## src/rtl/sync_updown_counter.sv

```systemverilog
// Two-button synchronous up/down counter (0..MAX_COUNT) with a registered 7-segment decoder.
// Each button is synchronised, debounced and edge-detected before it can move the count.
module sync_updown_counter #(
    parameter int DB_LIMIT  = 1000000,
    parameter int DB_W      = 20,
    parameter int MAX_COUNT = 9
) (
    input  logic       clk,
    input  logic       reset,
    input  logic       btn_up,
    input  logic       btn_down,
    output logic [3:0] count,
    output logic [0:6] leds,
    output logic       wrap_up,
    output logic       wrap_down
);

    localparam logic [3:0]      MAX_C   = 4'(MAX_COUNT);
    localparam logic [DB_W-1:0] DB_LAST = DB_W'(DB_LIMIT - 1);

    // index 0 = up button, index 1 = down button
    logic [1:0]      btn_raw;
    logic [1:0]      s1;
    logic [1:0]      s2;
    logic [1:0]      lvl;
    logic [1:0]      lvl_d;
    logic [1:0]      press;
    logic [DB_W-1:0] dcnt [2];

    assign btn_raw = {btn_down, btn_up};

    for (genvar i = 0; i < 2; i++) begin : g_btn
        always_ff @(posedge clk or posedge reset) begin
            if (reset) begin
                s1[i]    <= 1'b0;
                s2[i]    <= 1'b0;
                lvl[i]   <= 1'b0;
                lvl_d[i] <= 1'b0;
                dcnt[i]  <= '0;
            end else begin
                s1[i]    <= btn_raw[i];
                s2[i]    <= s1[i];
                lvl_d[i] <= lvl[i];
                // a change must persist DB_LIMIT consecutive cycles before lvl follows
                if (s2[i] == lvl[i]) begin
                    dcnt[i] <= '0;
                end else if (dcnt[i] == DB_LAST) begin
                    lvl[i]  <= s2[i];
                    dcnt[i] <= '0;
                end else begin
                    dcnt[i] <= dcnt[i] + DB_W'(1);
                end
            end
        end

        assign press[i] = lvl[i] & ~lvl_d[i];
    end

    always_ff @(posedge clk or posedge reset) begin
        if (reset) begin
            count     <= 4'd0;
            wrap_up   <= 1'b0;
            wrap_down <= 1'b0;
        end else begin
            wrap_up   <= 1'b0;
            wrap_down <= 1'b0;
            // simultaneous presses cancel out
            case (press)
                2'b01: begin
                    if (count == MAX_C) begin
                        count   <= 4'd0;
                        wrap_up <= 1'b1;
                    end else begin
                        count <= count + 4'd1;
                    end
                end
                2'b10: begin
                    if (count == 4'd0) begin
                        count     <= MAX_C;
                        wrap_down <= 1'b1;
                    end else begin
                        count <= count - 4'd1;
                    end
                end
                default: ;
            endcase
        end
    end

    always_ff @(posedge clk or posedge reset) begin
        if (reset) begin
            leds <= 7'b1111110;
        end else begin
            case (count)
                4'h0: leds <= 7'b1111110;
                4'h1: leds <= 7'b0110000;
                4'h2: leds <= 7'b1101101;
                4'h3: leds <= 7'b1111001;
                4'h4: leds <= 7'b0110011;
                4'h5: leds <= 7'b1011011;
                4'h6: leds <= 7'b1011111;
                4'h7: leds <= 7'b1110000;
                4'h8: leds <= 7'b1111111;
                4'h9: leds <= 7'b1111011;
                4'hA: leds <= 7'b1110111;
                4'hB: leds <= 7'b0011111;
                4'hC: leds <= 7'b1001110;
                4'hD: leds <= 7'b0111101;
                4'hE: leds <= 7'b1001111;
                default: leds <= 7'b1000111;
            endcase
        end
    end

endmodule

```

## config.mk

```make
export PLATFORM = sky130hd
export DESIGN_NAME = sync_updown_counter
export DESIGN_NICKNAME = d
export VERILOG_FILES = /design/src/rtl/sync_updown_counter.sv
export SDC_FILE = /design/constraint.sdc
export NUM_CORES = 1
export LEC_CHECK = 0
export BUFFER_PORTS_ARGS = -buffer_cell sky130_fd_sc_hd__buf_2
export CELL_PAD_IN_SITES_DETAIL_PLACEMENT = 0
export CELL_PAD_IN_SITES_GLOBAL_PLACEMENT = 1
export CORE_MARGIN = 3
export CORE_UTILIZATION = 45
export CTS_BUF_LIST = sky130_fd_sc_hd__clkbuf_4 sky130_fd_sc_hd__clkbuf_8
export CTS_CLUSTER_SIZE = 24
export DETAILED_ROUTE_END_ITERATION = 7
export PLACE_DENSITY_LB_ADDON = 0.3
export SYNTH_ARGS = -nofsm -noshare
export SYNTH_HDL_FRONTEND = slang
export SYNTH_SLANG_ARGS = --single-unit
```

## constraint.sdc

```tcl
create_clock -name clk -period 2.8 [get_ports clk]
set_input_delay 0 -clock clk [delete_from_list [all_inputs] [get_ports clk]]
set_output_delay 0 -clock clk [all_outputs]
set_load 0.02 [all_outputs]
```

# ---- After elaboration in Yosys (flattened, before gate mapping)
# Memories as Yosys holds them, arrays and structs flattened. A register that Yosys moved wholly into a read port is not among the register bits.
# Cells that the tools add are included.
dict set report classes {
  addsub 4
  eq_ne 7
  muxes 11
  bitwise_logic 6
  reduce_logical 4
}
# cell count
set op_table {}
lappend op_table {{2-to-1 mux 20 bit} 4}
lappend op_table {{adder 20 x 1 -> 20 bit (second input constant)} 2}
lappend op_table {{equality test 20 bit (second input constant)} 2}
lappend op_table {{2-to-1 mux 4 bit} 2}
lappend op_table {{case mux 4 bit (2 select lines)} 1}
lappend op_table {{adder 4 x 1 -> 4 bit (second input constant)} 1}
lappend op_table {{equality test 4 bit (second input constant)} 1}
lappend op_table {{logical NOT 4 bit} 1}
lappend op_table {{2-to-1 mux 1 bit} 4}
lappend op_table {{inverter 1 bit} 4}
lappend op_table {{AND reduction 2 bit} 2}
lappend op_table {{subtractor 4 x 1 -> 4 bit (second input constant)} 1}
lappend op_table {{AND 1 bit} 2}
lappend op_table {{equality test 1 bit} 2}
lappend op_table {{equality test 2 x 1 -> 1 bit (second input constant)} 1}
lappend op_table {{equality test 2 bit (second input constant)} 1}
lappend op_table {{nonzero test 2 bit} 1}
dict set report word_totals {
  ff_bits 54
  mem_bits_ro 112
  in_bits 4
  output_inout_bits 13
  wordCells 46
  memories 1
}
# name words width read_ports rd_ports_with_merged_regs wr line_no
set memory_table {}
lappend memory_table {{(no name shown)} 16 7 1 1 0 94} ;# case (count)

# ---- Longest topological paths before layout
dict set report depth {
  depth_word 4
  depth_mapped 7
  mapped_depth_nobuf 6
}

# ---- Worst setup path before layout
# Ideal clock, no wire load.
dict set report synth_path {
  kind {register to register}
  from {reg dcnt[0] (netlist name)}
  to {reg dcnt[18] (netlist name)}
  setup_ns 0.073
  t_arrival_ns 1.920
  required_time_ns 2.727
  setup_slack_ns 0.807
  stages_incl_launch_ff 7
  path_buffers 1
  period_less_slack_ns 1.993
  cell_sequence {dfrtp_1 -> ha_1 -> nand2_1 -> or4_1 -> buf_2 -> or4_4 -> a21oi_2}
}
dict set report synth_via {
  elab_chain_cells 3
  word_cells_on_any_way 4
  cone_classes {add/sub (1); eq/ne (1); mux (2)}
}
# element line_no
set synth_rtl {}
lappend synth_rtl {{from (decl)} 28} ;# logic [DB_W-1:0] dcnt [2];
lappend synth_rtl {{from (signal, indexed assignment)} 51} ;# dcnt[i] <= dcnt[i] + DB_W'(1);
lappend synth_rtl {{adder 20 x 1 -> 20 bit or equality test 20 bit (tied branches)} {51, 47}}
lappend synth_rtl {{2-to-1 mux 20 bit *} 47} ;# end else if (dcnt[i] == DB_LAST) begin
lappend synth_rtl {{2-to-1 mux 20 bit *} 45} ;# if (s2[i] == lvl[i]) begin
# Mark *: on every way between the ends. The rest lies on a longest branch, timed or not.
# A chain may end at the register's enable or synchronous reset.

# ---- Worst setup path after layout
# Ends and elaborated chain as after synthesis.

==> summary.txt <==
Critical path
  • Cells along the critical path: ha_1, nand2_1, or4_1, or4_4, a21oi_2
  • Worst r2r src: dcnt[0]$_DFF_PP0_
  • Largest stage delay on the critical path: 0.64 ns
  • Crit path DAT: 2.39 ns
  • Max FO, Critical Path: 8
  • Worst Setup SP: dcnt[0]$_DFF_PP0_
  • Crit-path slowest cell: or4_1
  • Crit-path leading delay family: simple AND/OR/NAND/NOR gates
  • Crit path buf inv count: 0
  • Critical path type: reg -> reg
  • Critical Path End Type: flip-flop
  • Startpoint types: flip-flop
  • Required time of the critical path: 3.06 ns

Synth
  • Top cell type's share of synthesized area: 44.8%
  • Synth Cell Area: 3080 um2
  • Async SR Flop Fraction: 100%
  • Number of enable flip-flop cells after synthesis: 0
  • Netlist cell types: 41
  • Syn Inst Count: 318
  • Top FF cell, synth: dfrtp_1
  • Seq/Total Area, Yosys: 49.9%
  • Largest cells by area after synthesis: dfrtp_1 (45%), dfstp_2 (5.1%), ha_1 (4.9%), nor2_1 (4.5%), xnor2_1 (3.7%)
  • Yosys warnings: 0
  • Syn Nets: 334
  • Register bit total from synthesis: 61
  • Syn_area_per_cell: 9.67 um2
  • Cell taking the most area after synthesis: dfrtp_1

Worst hold path
  • Worst Min Path Start: btn_up
  • Hold Path Class: in -> reg

Layout
  • Register area: 1530 um2
  • Fin cells: 422
  • Multi-input gate area: 1430 um2
  • Most frequent cells in the layout: dfrtp_1 (55), nor2_1 (37), a21oi_1 (21), inv_1 (19), nand2_1 (18)
  • Diode count: 0
  • Layout fillers: 602
  • Area Overhead vs Synth: 12.9%
  • Nets: 356
  • Core Util, Final: 53.5%
  • Post-layout instance area: 3470 um2
  • Proportion of layout cells with a drive suffix above 1: 15.4%
  • Commonest non-fill, non-tap cell in the layout: dfrtp_1

Floorplan
  • Core ar.: 6490 um2
  • Die height: 88.7 um
  • # IOs: 17
  • Num rows: 29
  • Die span in x: 88.7 um
  • Starting Density: 47.4%
  • Die Area: 7860 um2

GRT
  • GR Overflow Total: 0
  • Vias in the first global route: 2122
  • Global-route wire length before repair: 9780 um
  • Largest net degree at the start of global routing: 42
  • Total global-route track usage: 15.9%
  • Antenna violations before repair: 0

Power and ir drop
  • Part of the power in combinational logic: 2.9%
  • Clock share of power: 45.6%
  • Switching share of power: 22.3%
  • Sw Pwr: 391 uW
  • Leakage: 1.47 nW
  • Sequential power share: 51.5%
  • Total internal power: 1.36 mW
  • Final Power: 1.75 mW
  • Peak supply drop: 0.250 mV
  • Pwr per Cell Area: 504 nW/um2

Timing
  • Tcrit/Tclk final: 75.9%
  • Worst Skew: 0.00918 ns
  • Setup tns final: 0 ns
  • Max Slew Vio Count: 0
  • Final worst slack: 0.676 ns
  • Max_slew headroom: 43.3%
  • Unrepaired setup endpoints after global routing: no
  • Hold Violations, Final: 0
  • Hold Slack: 0.307 ns
  • Slew @ Worst Pin: 0.849 ns
  • Period minus WS final: 2.12 ns
  • F_max: 471 MHz
  • Final setup viols: 0

Detailed routing
  • Detailed-route wire length per cell: 13.4 um
  • Final wirelength: 5670 um
  • Initial DRC Count: 39
  • Vias post-DR: 2280
  • Vias/cell: 5.40
  • Detailed-route DRC error count: 0
  • Routed Antenna Nets: 0
  • DRT Pass-1 Iters: 4

Place
  • Routability Congestion: 0.785
  • Placed cell area: 3240 um2
  • Pre-CTS setup slack: 0.690 ns
  • Dpl cells: 403
  • DP HPWL: 3830 um
  • Port-buffer cells: 16

Job
  • MaxCap Viol Count: 0

Clock tree
  • CTS Buf Count: 9
  • H-tree depth: 3
  • CTS tree: done
  • CTS Sinks: 61
  • Clock Pin Slew Worst Setup and Hold Paths: 0.07 ns
  • Post-CTS setup buffers: 0
  • Root Driver: clkbuf_8
  • Clk Latency, worst-skew pair: 0.33 ns
  • Maximum clock path buffer count: 2
  • Post-CTS resize count: 0

Status
  • Status: finished, final reports clean
## state kept, by name (all words and copies together), names as in the netlist
name / cells
dcnt: 40
leds: 7
count: 4
lvl: 2
lvl_d: 2
s1: 2
s2: 2
wrap_down: 1
wrap_up: 1
## worst paths after layout
path	cells after the start	to	slack, ns
worst max-delay path	5	dcnt[18]$_DFF_PP0_	0.68
worst min-delay path	2	s1[0]$_DFF_PP0_	0.31
worst max register to register	5	dcnt[18]$_DFF_PP0_	0.68
worst min register to register	0	s2[0]$_DFF_PP0_	0.36
max in group asynchronous	4	dcnt[29]$_DFF_PP0_	1.61
min in group asynchronous	3	dcnt[14]$_DFF_PP0_	0.38
## synthesized netlist by cell type, drive strengths merged (2+ instances only)
cell type	number
nand2b	4
mux2i	2
o31ai	10
a21oi	22
nor2	37
buf	3
nand2	18
nand3	17
xnor2	13
or4	11
and3	3
nor2b	2
nand4	7
dfrtp	55
o21ai	12
or2	2
dfstp	6
clkbuf	9
nor3	14
or3	6
nor4	4
nor4b	3
mux2	2
xor2	11
ha	12
inv	20
a31oi	2
## worst register-to-register path, delay by kind of cell (launching register included)
kind	cells	cell delay, ns
and+or+nand+nor	3	1.28
DFF	1	0.40
adders and majority gates	1	0.24
AOI/OAI and AO/OA	1	0.13
## area by class of cell
type	instances	area share (%)
Sequential cell	61	44.2
Multi-Input combinational cell	225	41.1
Clock buffer	12	4.39
Timing Repair Buffer	23	4.03
Tap cell	77	2.77
Inverter	20	2.16
Clock inverter	4	1.37
## power groups by stage
| stage | sequential, mW | clock [mW] | combinational (mW) |
|---|---|---|---|
| 3_3_place_gp | 0.918 | 0 | 0.0494 |
| 3_5_place_dp | 0.918 | 0 | 0.0500 |
| 4_1_cts | 0.901 | 0.816 | 0.0532 |
| 6_report | 0.901 | 0.798 | 0.0511 |
| 5_1_grt | 0.902 | 0.858 | 0.0602 |
| 2_1_floorplan | 0.916 | 0 | 0.0339 |
## metal layers
metal  wire (um)  vias up  track usage, %
met5           0        -               0
met4         127        0            7.83
met3         156       10            3.17
met2        2530       24            24.4
met1        2860     1091            21.3
li1            -     1155               -
## timing repair
action                                  CTS  global route
endpoints found under the hold margin    36             0
hold buffers                              3             0
endpoints found under the setup margin    0             0
## cell families (layout without fill, tap and decap cells)
kind of cell    Yosys count  after routing  synth area share (%)
compound gates           52             52                  10.1
xor+xnor                 24             24                  6.83
fa+ha+maj                12             12                  4.88
buf+inv                  32             59                  4.03
flops                    61             61                  49.9
mux                       4              4                  1.38
simple gates            133            133                  22.9
No activity file was read; power rests on OpenSTA's default activity.
